### src/rtl/exec_cluster_scheduler.sv
// Dispatches issued ops to the lowest free functional unit of the matching class and
// returns buffered unit results over a round-robin arbitrated multi-port result bus.
module exec_cluster_scheduler #(
    parameter int                  DATA_WIDTH     = 32,
    parameter int                  ROB_ADDR_WIDTH = 5,
    parameter int                  NUM_FU         = 4,
    parameter logic [2*NUM_FU-1:0] FU_CLASS_MAP   = {2'd2, 2'd1, 2'd0, 2'd0},
    parameter int                  NUM_CDB        = 2,
    parameter int                  RES_DEPTH      = 2
) (
    input  logic                              clk_i,
    input  logic                              rst_ni,
    input  logic                              issue_valid_i,
    input  logic [1:0]                        issue_class_i,
    input  logic [ROB_ADDR_WIDTH-1:0]         issue_rob_tag_i,
    output logic                              issue_ready_o,
    output logic [NUM_FU-1:0]                 fu_start_o,
    input  logic [NUM_FU-1:0]                 fu_busy_i,
    input  logic [NUM_FU-1:0]                 fu_done_i,
    input  logic [NUM_FU*DATA_WIDTH-1:0]      fu_data_i,
    input  logic [NUM_FU-1:0]                 fu_exc_valid_i,
    input  logic [NUM_FU*32-1:0]              fu_exc_cause_i,
    input  logic                              flush_i,
    output logic [NUM_CDB-1:0]                cdb_valid_o,
    output logic [NUM_CDB*ROB_ADDR_WIDTH-1:0] cdb_rob_tag_o,
    output logic [NUM_CDB*DATA_WIDTH-1:0]     cdb_data_o,
    output logic [NUM_CDB-1:0]                cdb_exc_valid_o,
    output logic [NUM_CDB*32-1:0]             cdb_exc_cause_o,
    output logic                              protocol_err_o
);

    localparam int PW = (RES_DEPTH > 1) ? $clog2(RES_DEPTH) : 1;
    localparam int CW = $clog2(RES_DEPTH + 1);
    localparam int FW = (NUM_FU > 1) ? $clog2(NUM_FU) : 1;

    logic [ROB_ADDR_WIDTH-1:0] buf_tag_r   [NUM_FU][RES_DEPTH];
    logic [DATA_WIDTH-1:0]     buf_data_r  [NUM_FU][RES_DEPTH];
    logic                      buf_exc_r   [NUM_FU][RES_DEPTH];
    logic [31:0]               buf_cause_r [NUM_FU][RES_DEPTH];
    logic [PW-1:0]             rd_ptr_r    [NUM_FU];
    logic [PW-1:0]             wr_ptr_r    [NUM_FU];
    logic [CW-1:0]             occ_r       [NUM_FU];
    logic [ROB_ADDR_WIDTH-1:0] tag_r       [NUM_FU];
    logic [NUM_FU-1:0]         pending_r;
    logic [NUM_FU-1:0]         kill_r;
    logic [FW-1:0]             rr_ptr_r;
    logic                      protocol_err_r;

    logic [NUM_FU-1:0]         eligible_s;
    logic [NUM_FU-1:0]         first_s;
    logic                      issue_ready_s;
    logic [NUM_FU-1:0]         grant_s;
    logic [NUM_CDB-1:0]        port_vld_s;
    logic [FW-1:0]             port_idx_s [NUM_CDB];
    logic [FW-1:0]             rr_next_s;
    logic                      proto_hit_s;

    function automatic logic [PW-1:0] ptr_inc(input logic [PW-1:0] p);
        if (p == PW'(RES_DEPTH - 1)) begin
            return '0;
        end else begin
            return p + PW'(1);
        end
    endfunction

    // Per-unit dispatch eligibility and lowest-index selection.
    always_comb begin
        eligible_s = '0;
        first_s    = '0;
        for (int k = 0; k < NUM_FU; k++) begin
            eligible_s[k] = (FU_CLASS_MAP[2*k +: 2] == issue_class_i) && (issue_class_i != 2'd3) &&
                            !fu_busy_i[k] && !pending_r[k] && !kill_r[k] &&
                            (occ_r[k] < CW'(RES_DEPTH));
        end
        for (int k = 0; k < NUM_FU; k++) begin
            first_s[k] = eligible_s[k] && ((eligible_s & ((NUM_FU'(1) << k) - NUM_FU'(1))) == '0);
        end
    end

    // Ready is held low during reset so the block looks empty until release.
    assign issue_ready_s  = rst_ni && !flush_i && (|eligible_s);
    assign issue_ready_o  = issue_ready_s;
    assign fu_start_o     = (issue_valid_i && issue_ready_s) ? first_s : '0;
    assign proto_hit_s    = |(fu_done_i & ~pending_r & ~kill_r);
    assign protocol_err_o = protocol_err_r;

    // Round-robin grant of up to NUM_CDB non-empty result buffers starting at rr_ptr.
    always_comb begin
        int          cnt_v;
        int          idx_i;
        logic [FW-1:0] idx_v;
        grant_s    = '0;
        port_vld_s = '0;
        rr_next_s  = rr_ptr_r;
        cnt_v      = 0;
        for (int j = 0; j < NUM_CDB; j++) begin
            port_idx_s[j] = '0;
        end
        for (int i = 0; i < NUM_FU; i++) begin
            idx_i = int'(rr_ptr_r) + i;
            if (idx_i >= NUM_FU) begin
                idx_i = idx_i - NUM_FU;
            end else begin
                idx_i = idx_i;
            end
            idx_v = FW'(idx_i);
            if ((occ_r[idx_v] != '0) && (cnt_v < NUM_CDB)) begin
                grant_s[idx_v] = 1'b1;
                for (int j = 0; j < NUM_CDB; j++) begin
                    if (j == cnt_v) begin
                        port_vld_s[j] = 1'b1;
                        port_idx_s[j] = idx_v;
                    end else begin
                        port_vld_s[j] = port_vld_s[j];
                    end
                end
                cnt_v     = cnt_v + 1;
                rr_next_s = FW'((idx_i + 1) % NUM_FU);
            end else begin
                cnt_v = cnt_v;
            end
        end
    end

    // Result bus driven straight from the granted buffer heads; idle ports read as zero.
    always_comb begin
        cdb_valid_o     = port_vld_s;
        cdb_rob_tag_o   = '0;
        cdb_data_o      = '0;
        cdb_exc_valid_o = '0;
        cdb_exc_cause_o = '0;
        for (int j = 0; j < NUM_CDB; j++) begin
            if (port_vld_s[j]) begin
                cdb_rob_tag_o[j*ROB_ADDR_WIDTH +: ROB_ADDR_WIDTH] = buf_tag_r[port_idx_s[j]][rd_ptr_r[port_idx_s[j]]];
                cdb_data_o[j*DATA_WIDTH +: DATA_WIDTH]            = buf_data_r[port_idx_s[j]][rd_ptr_r[port_idx_s[j]]];
                cdb_exc_valid_o[j]                                = buf_exc_r[port_idx_s[j]][rd_ptr_r[port_idx_s[j]]];
                cdb_exc_cause_o[j*32 +: 32]                       = buf_cause_r[port_idx_s[j]][rd_ptr_r[port_idx_s[j]]];
            end else begin
                cdb_exc_valid_o[j] = 1'b0;
            end
        end
    end

    // Outstanding-op tracking, per-unit result FIFOs, arbitration pointer and error flag.
    always_ff @(posedge clk_i or negedge rst_ni) begin
        if (!rst_ni) begin
            pending_r      <= '0;
            kill_r         <= '0;
            rr_ptr_r       <= '0;
            protocol_err_r <= 1'b0;
            for (int k = 0; k < NUM_FU; k++) begin
                rd_ptr_r[k] <= '0;
                wr_ptr_r[k] <= '0;
                occ_r[k]    <= '0;
                tag_r[k]    <= '0;
                for (int d = 0; d < RES_DEPTH; d++) begin
                    buf_tag_r[k][d]   <= '0;
                    buf_data_r[k][d]  <= '0;
                    buf_exc_r[k][d]   <= 1'b0;
                    buf_cause_r[k][d] <= '0;
                end
            end
        end else begin
            rr_ptr_r       <= rr_next_s;
            protocol_err_r <= protocol_err_r | proto_hit_s;
            // A done landing in a flush cycle retires the op instead of leaving it killed.
            pending_r <= fu_start_o | (pending_r & ~fu_done_i & ~{NUM_FU{flush_i}});
            kill_r    <= (kill_r & ~fu_done_i) | (pending_r & ~fu_done_i & {NUM_FU{flush_i}});
            for (int k = 0; k < NUM_FU; k++) begin
                if (fu_start_o[k]) begin
                    tag_r[k] <= issue_rob_tag_i;
                end else begin
                    tag_r[k] <= tag_r[k];
                end
                if (flush_i) begin
                    rd_ptr_r[k] <= '0;
                    wr_ptr_r[k] <= '0;
                    occ_r[k]    <= '0;
                end else begin
                    if (fu_done_i[k] && pending_r[k]) begin
                        buf_tag_r[k][wr_ptr_r[k]]   <= tag_r[k];
                        buf_data_r[k][wr_ptr_r[k]]  <= fu_data_i[k*DATA_WIDTH +: DATA_WIDTH];
                        buf_exc_r[k][wr_ptr_r[k]]   <= fu_exc_valid_i[k];
                        buf_cause_r[k][wr_ptr_r[k]] <= fu_exc_cause_i[k*32 +: 32];
                        wr_ptr_r[k]                 <= ptr_inc(wr_ptr_r[k]);
                    end else begin
                        wr_ptr_r[k] <= wr_ptr_r[k];
                    end
                    if (grant_s[k]) begin
                        rd_ptr_r[k] <= ptr_inc(rd_ptr_r[k]);
                    end else begin
                        rd_ptr_r[k] <= rd_ptr_r[k];
                    end
                    case ({fu_done_i[k] && pending_r[k], grant_s[k]})
                        2'b10:   occ_r[k] <= occ_r[k] + CW'(1);
                        2'b01:   occ_r[k] <= occ_r[k] - CW'(1);
                        default: occ_r[k] <= occ_r[k];
                    endcase
                end
            end
        end
    end

endmodule

### config.mk
export PLATFORM = sky130hd
export DESIGN_NAME = exec_cluster_scheduler
export DESIGN_NICKNAME = d
export VERILOG_FILES = /design/src/rtl/exec_cluster_scheduler.sv
export SDC_FILE = /design/constraint.sdc
export NUM_CORES = 1
export LEC_CHECK = 0
export CORE_MARGIN = 3
export CORE_UTILIZATION = 42
export DETAILED_ROUTE_END_ITERATION = 8
export PLACE_DENSITY = 0.74
export SYNTH_ARGS = -nofsm -noshare
export SYNTH_HDL_FRONTEND = slang
export SYNTH_SLANG_ARGS = --single-unit
### constraint.sdc
create_clock -name clk_i -period 7 [get_ports clk_i]
set_input_delay 0.7 -clock clk_i [delete_from_list [all_inputs] [get_ports clk_i]]
set_output_delay 0.7 -clock clk_i [all_outputs]
set_load 0.005 [all_outputs]
Word-level counts from Yosys, hierarchy flattened. Index checks and enable logic that the tools add are counted.

Word-level logic and storage cells: 432. Bits in registers: 607. Output and inout bits: 148.

$lt $le $gt $ge: 35. Equal/unequal tests: 14. Muxes and demuxes: 190. Bitwise operators: 29. Reductions and logical operators: 83. Add/sub/neg operators: 29.

Operators by type and width (number): two-way mux 32 bit (22); binary-select mux 64 bit (select 2 bit) (4); bitwise mux 64 bit (8); two-way mux 64 bit (8); demux 32 bit (select 1 bit) (4); equality test 2 x 32 -> 1 bit, first input constant (3); logical NOT 32 bit (3); < comparator 32 x 3 -> 1 bit, second input constant (3); two-way mux 2 bit (34); adder 32 x 2 -> 32 bit, second input constant (2); two-way mux 5 bit (12); two-way mux 1 bit (52); binary-select mux 10 bit (select 2 bit) (2); bitwise mux 10 bit (4); logical AND 1 bit (40); two-way mux 10 bit (4); two-way mux 4 bit (8); >= comparator 3 bit, second input constant (9); bitwise AND 4 bit (6); binary-select mux 2 bit (select 2 bit) (6); nonzero test 2 bit (12); demux 5 bit (select 1 bit) (4); OR 4 bit (5); NOT 2 -> 3 bit (6); 33 further kinds (119).

Longest topological paths before layout.
Depth after elaboration: 26. Depth in mapped cells: 17.

Worst setup path before layout. No wires, ideal clock.

Kind: reg-to-output. Start: register rr_ptr_r[1]. End: output port cdb_rob_tag_o[0]. Cell stages (with the launch flop): 16. Data arrival time: 4344 ps. Buffers on the path: 4. Path slack: 1956 ps. Required time: 6300 ps. Cell sequence: dfrtp_1 -> buf_2 -> inv_1 -> ha_1 -> mux4_2 -> buf_2 -> ha_1 -> nor2_2 -> fa_1 -> or3_1 -> a211o_1 -> buf_6 -> o211a_2 -> a211oi_4 -> buf_6 -> a32o_1.

Word-level cells in the longest chain between the ends: 26.

Ends and longest elaborated chain: from (decl) (RTL line 46) `logic [FW-1:0] rr_ptr_r;`; from (signal assigned) (RTL line 164) `rr_ptr_r <= rr_next_s;`; >= comparator 2 x 3 -> 1 bit / subtractor 2 x 1 -> 2 bit (equally long branches) (RTL line 101, 102); two-way mux 2 bit (RTL line 101) `if (idx_i >= NUM_FU) begin`; NOT 2 -> 3 bit (implied by the code) (RTL line 107) `if ((occ_r[idx_v] != '0) && (cnt_v < NUM_CDB)) begin`; binary-select mux 2 bit (select 2 bit) (RTL line 107); two-way mux 2 bit (implied by the code) (2 in series) (RTL line 107); nonzero test 2 bit (RTL line 107); two-way mux 1 bit (RTL line 107); < comparator 32 x 3 -> 1 bit (RTL line 107); (+6 left out); logical AND 1 bit / two-way mux 2 bit (equally long branches) (RTL line 107, 110); two-way mux 4 bit (RTL line 107); NOT 2 -> 3 bit (implied by the code) (RTL line 134) `cdb_rob_tag_o[j*ROB_ADDR_WIDTH +: ROB_ADDR_WIDTH] = buf_tag_r[port_idx_s[j]][rd_ptr_r[port_idx_s[j]]];`; binary-select mux 1 bit (select 2 bit) (RTL line 134); two-way mux 1 bit (implied by the code) (2 in series) (RTL line 134); NOT 1 -> 2 bit (implied by the code) (RTL line 134); two-way mux 5 bit (implied by the code) (3 in series) (RTL line 134); two-way mux 5 bit * (RTL line 133) `if (port_vld_s[j]) begin`; to (decl) (RTL line 25) `output logic [NUM_CDB*ROB_ADDR_WIDTH-1:0] cdb_rob_tag_o,`.

Every way passes the cells marked *; elsewhere a longest branch is shown, timed or not. The select of a mux whose other input is x is not followed.

Worst setup path after layout.
Start: register rr_ptr_r[1]. End: output port cdb_data_o[4].

Word-level cells in the longest chain between the ends: 26.

Ends and longest elaborated chain: >= comparator 2 x 3 -> 1 bit / subtractor 2 x 1 -> 2 bit (equally long branches) (RTL line 101, 102); two-way mux 2 bit (RTL line 101); NOT 2 -> 3 bit (implied by the code) (RTL line 107); binary-select mux 2 bit (select 2 bit) (RTL line 107); two-way mux 2 bit (implied by the code) (2 in series) (RTL line 107); nonzero test 2 bit (RTL line 107); two-way mux 1 bit (RTL line 107); < comparator 32 x 3 -> 1 bit (RTL line 107); (+6 left out); logical AND 1 bit / two-way mux 2 bit (equally long branches) (RTL line 107, 110); two-way mux 4 bit (RTL line 107); NOT 2 -> 3 bit (implied by the code) (RTL line 135) `cdb_data_o[j*DATA_WIDTH +: DATA_WIDTH] = buf_data_r[port_idx_s[j]][rd_ptr_r[port_idx_s[j]]];`; binary-select mux 1 bit (select 2 bit) (RTL line 135); two-way mux 1 bit (implied by the code) (2 in series) (RTL line 135); NOT 1 -> 2 bit (implied by the code) (RTL line 135); two-way mux 32 bit (implied by the code) (3 in series) (RTL line 135); two-way mux 32 bit * (RTL line 133); to (decl) (RTL line 26) `output logic [NUM_CDB*DATA_WIDTH-1:0] cdb_data_o,`.

Marks and branches as above.

==> impl_metrics.yaml <==
status:
  status: "finished, final reports clean"
pwr:
  power_leakage_nw: 19.8
  power-per-cell-area_nw_per_um2: 564
  ir_drop_mv: 1.71
routing:
  drcViolationCount: 0
  first_pass_detailed_route_iteration_total: 8
  detail_route.iter0.violations: 2875
  postRouteAntennaNets: 0
  wl_per_cell_um: 26.2
  detailroute.via_count: 29000
  totalWireLength_mm: 123
  post_drt_via_cell_ratio: 6.17
sta:
  rsz0062_at_grt: "no"
  maxSlewHeadroom_pct: 32.4
  layout_worst_path_cycle_share_pct: 96.3
  final_max_slew_viol_count: 0
  maximum_operating_frequency_mhz: 148
  worst_clock_skew_ns: 0.0159
  layout_min_cycle_time_ns: 6.74
  finalHoldWorstSlack_ns: 0.473
  setup_viol: 0
  final_sum_of_negative_setup_slack_ns: 0
  worst-slew-pin-transition_ns: 1.01
  final_hold_viol_count: 0
final_layout:
  drive_gt1_share_pct: 22.2
  final_net_count: 3863
  synthToLayoutAreaGrowth_pct: 22.0
global_routing:
  grt_pass1_wl_mm: 182
  globalRouteTotalUtil_pct: 27.7
  grt_start_max_net_pins: 212
  grt_antenna_before_repair: 21
  global_route.overflow_total: 0
  grt_pass1_vias: 28800
setup_path:
  path_cells: "inv_1 -> ha_4 -> mux4_2 -> ha_1 -> nor2_4 -> fa_1 -> or3_1 -> a211o_2 -> nand2_4 -> buf_6 -> nor3_1 -> nor4b_1 -> a32o_1 -> clkdlybuf4s50_1"
  crit_type: "register to output pin"
  crit_arrival_ns: 6.04
  worstSetupEndpointType: "output pin"
  crit_fanout: 29
  critical_path_top_delay_cell: "sky130_fd_sc_hd__clkdlybuf4s50_1"
  critical_path.top_delay_family: "simple AND/OR/NAND/NOR gates"
  timing.critical_path.buf_inv: 3
  setup.worst_path.start: "rr_ptr_r[1]$_DFFE_PN0P_"
  slowest_delay_ns: 0.58
  cp-start-kind: "register"
  crit_required_ns: 6.30
  rr_startpoint: "rr_ptr_r[1]$_DFFE_PN0P_"
clocking:
  cts.htree.levels: 3
  clkTransAtPathRegs_ns: 0.06
  tritoncts: "built"
  skew_pair_late_insertion_delay_ns: 0.60
  cts_root_buf: "sky130_fd_sc_hd__clkbuf_16"
  cts_num_sinks: 607
  number_of_buffers_inserted_during_clock_tree_synthesis: 73
  post_cts.repair.setup_buffers: 0
  ctsLongestPathBuffers: 3
floorplanning:
  io_pins: 427
  die_h_um: 294
  coreArea_um2: 81300
  design.die.area_um2: 86300
  initial_utilization_pct: 42.8
  die-width_um: 294
  rows: 104
logic_synthesis:
  synth.yosys.seq_area_share_pct: 43.6
  dominantRegCellSynth: "sky130_fd_sc_hd__dfrtp_1"
  synth_compound_area_share_pct: 8.37
  synth_cells: 3286
  synth_top_family_by_area: "multiplexers"
  xor_xnor_fraction_of_synth_area_pct: 0.327
  synth-edff-count: 0
  yosys_warnings: 0
  post_synth_mux_area_share_pct: 29.5
  synth.ff_latch_count: 607
  postSynthAreaPerCell_um2: 10.6
  synth_adder_area_share_pct: 0.453
  netlist-cell-type-count: 55
  synth_fp_nets: 3577
  postSynth.asyncResetShare_pct: 100
  post_synth_and_or_nand_nor_area_fraction_pct: 14.0
  syn_area_um2: 34800
run:
  maxCapViolations: 0
min_path:
  holdCritPathClass: "register to register"
  timing.hold.worst.start: "protocol_err_o$_DFF_PN0_"
placed_design:
  place_congestion: 0.874
  dp.final_hpwl_mm: 75.2
  io_buffers: 426
final cells by class:
| cell class | count | area, um2 |
|---|---|---|
| timing repair buffer | 490 | 4870 |
| multi-input combinational | 2389 | 18500 |
| sequential | 607 | 15200 |
| clock buffer | 102 | 2110 |
| clock inverter | 30 | 409 |
| inverter | 11 | 41.3 |
| antenna | 14 | 35.0 |
| tap | 1060 | 1330 |
| fill | 7061 | 38900 |
worst register-to-register path: cells and delay by family (launching register included):
| kind | cells | cell delay, ns |
|---|---|---|
| buffers and inverters | 1 | 0.21 |
| multiplexers | 3 | 1.01 |
| AO/OA/AOI/OAI | 2 | 0.78 |
| adder cells (fa/ha/maj) | 3 | 1.03 |
| flip-flops | 1 | 0.50 |
| AND/OR/NAND/NOR | 2 | 0.39 |
where the power goes:
| part | total, W | internal (W) | leakage, nW | switching (W) |
|---|---|---|---|---|
| combinational | 0.0161 | 0.00611 | 10.2 | 0.00994 |
| sequential | 0.00391 | 0.00366 | 8.41 | 0.000246 |
| clock | 0.00401 | 0.00244 | 1.24 | 0.00157 |
| total | 0.0240 | 0.0122 | 19.8 | 0.0118 |
timing repair:
action	in CTS	in global routing
setup endpoints to repair	54	15
cloned	0	0
endpoints found under the hold margin	33	0
hold buffers	1	0
gates resized for setup	6	1
per-layer routing:
metal,global-route usage [%],wire length [um]
met2,45.6,58300
met5,0,94
met3,5.96,11100
met4,12.7,5540
met1,35.1,48100
flip-flops by register name (all words and copies together) (netlist names), 8 cells and up:
register     cells
buf_cause_r    256
buf_data_r     256
buf_exc_r        8
buf_tag_r       40
occ_r            8
tag_r           20
cell usage after synthesis, types with 6 or more instances:
master / count / area share, %
sky130_fd_sc_hd__or3_1: 74 / 1.3
sky130_fd_sc_hd__nor4b_1: 72 / 1.8
sky130_fd_sc_hd__a21oi_1: 151 / 2.2
sky130_fd_sc_hd__xor2_1: 8 / 0.20
sky130_fd_sc_hd__buf_6: 15 / 0.49
sky130_fd_sc_hd__ha_1: 11 / 0.40
sky130_fd_sc_hd__o21ai_0: 6 / 0.086
sky130_fd_sc_hd__nor2_1: 314 / 3.4
sky130_fd_sc_hd__nor3_1: 144 / 2.1
sky130_fd_sc_hd__a32o_1: 140 / 4.0
sky130_fd_sc_hd__and3_1: 75 / 1.3
sky130_fd_sc_hd__nand3_1: 7 / 0.10
sky130_fd_sc_hd__inv_1: 11 / 0.12
sky130_fd_sc_hd__nand2_1: 296 / 3.2
sky130_fd_sc_hd__nand2b_1: 9 / 0.16
sky130_fd_sc_hd__mux2_2: 580 / 19
sky130_fd_sc_hd__mux2i_1: 358 / 10
sky130_fd_sc_hd__dfrtp_1: 607 / 44
sky130_fd_sc_hd__buf_2: 51 / 0.73
sky130_fd_sc_hd__o22ai_1: 71 / 1.3
sky130_fd_sc_hd__clkbuf_1: 207 / 2.2
layout by cell type (no fill, tap or decap), types with 5 or more instances in the layout:
cell / count
sky130_fd_sc_hd__a21boi_1: 5
sky130_fd_sc_hd__xnor2_1: 5
sky130_fd_sc_hd__clkbuf_1: 12
sky130_fd_sc_hd__nand2b_1: 9
sky130_fd_sc_hd__bufinv_16: 9
sky130_fd_sc_hd__o22ai_1: 70
sky130_fd_sc_hd__clkbuf_8: 17
sky130_fd_sc_hd__clkdlybuf4s50_1: 425
sky130_fd_sc_hd__inv_1: 11
sky130_fd_sc_hd__and3_1: 75
sky130_fd_sc_hd__nand2_1: 293
sky130_fd_sc_hd__xor2_1: 8
sky130_fd_sc_hd__inv_6: 6
sky130_fd_sc_hd__clkinv_2: 11
sky130_fd_sc_hd__or3_1: 74
sky130_fd_sc_hd__a222oi_1: 5
sky130_fd_sc_hd__clkbuf_16: 73
sky130_fd_sc_hd__a21oi_1: 151
sky130_fd_sc_hd__mux4_2: 5
sky130_fd_sc_hd__nor4b_1: 72
sky130_fd_sc_hd__nand3_1: 7
sky130_fd_sc_hd__o21ai_0: 6
sky130_fd_sc_hd__buf_12: 7
sky130_fd_sc_hd__dfrtp_1: 602
sky130_fd_sc_hd__nor2_1: 313
sky130_fd_sc_hd__a32o_1: 140
sky130_fd_sc_hd__diode_2: 14
sky130_fd_sc_hd__buf_4: 53
sky130_fd_sc_hd__mux2i_1: 357
sky130_fd_sc_hd__mux2_2: 580
sky130_fd_sc_hd__nor3_1: 144
sky130_fd_sc_hd__ha_1: 10
path summary, 6_finish.rpt:
path / endpoint / slack (ns) / depth (start not counted)
max in group asynchronous: buf_cause_r[107]$_DFFE_PN0P_ / 3.60 / 5
min in group asynchronous: buf_data_r[10]$_DFFE_PN0P_ / 0.55 / 2
hold reg to reg: protocol_err_o$_DFF_PN0_ / 0.47 / 2
setup reg to reg: occ_r[5]$_DFFE_PN0P_ / 2.97 / 11
hold / removal: protocol_err_o$_DFF_PN0_ / 0.47 / 2
setup / recovery: cdb_data_o[4] / 0.26 / 14
metrics by stage:
| step | cell area [um2] | worst slack (ns) | util, % | std cells | power (W) |
|---|---|---|---|---|---|
| global route | 42400 | 0.0516 | 52.2 | 4693 | 0.0251 |
| floorplan | 34800 | 1.96 | - | 3286 | 0.0136 |
| detailed placement | 39900 | 0.410 | 49.0 | 4556 | 0.0197 |
| finish | 42500 | 0.260 | 52.2 | 4703 | 0.0240 |
| global placement | 39900 | 0.505 | 49.0 | 4556 | 0.0196 |
| CTS | 42400 | 0.159 | 52.2 | 4689 | 0.0238 |
cell families after synthesis:
| group | after synthesis |
|---|---|
| fa+ha+maj | 12 |
| compound gates | 397 |
| mux | 947 |
| xor+xnor | 13 |
| simple gates | 1020 |
| buf+inv | 290 |
| flops | 607 |
No activity file was read; power rests on OpenSTA's default activity.
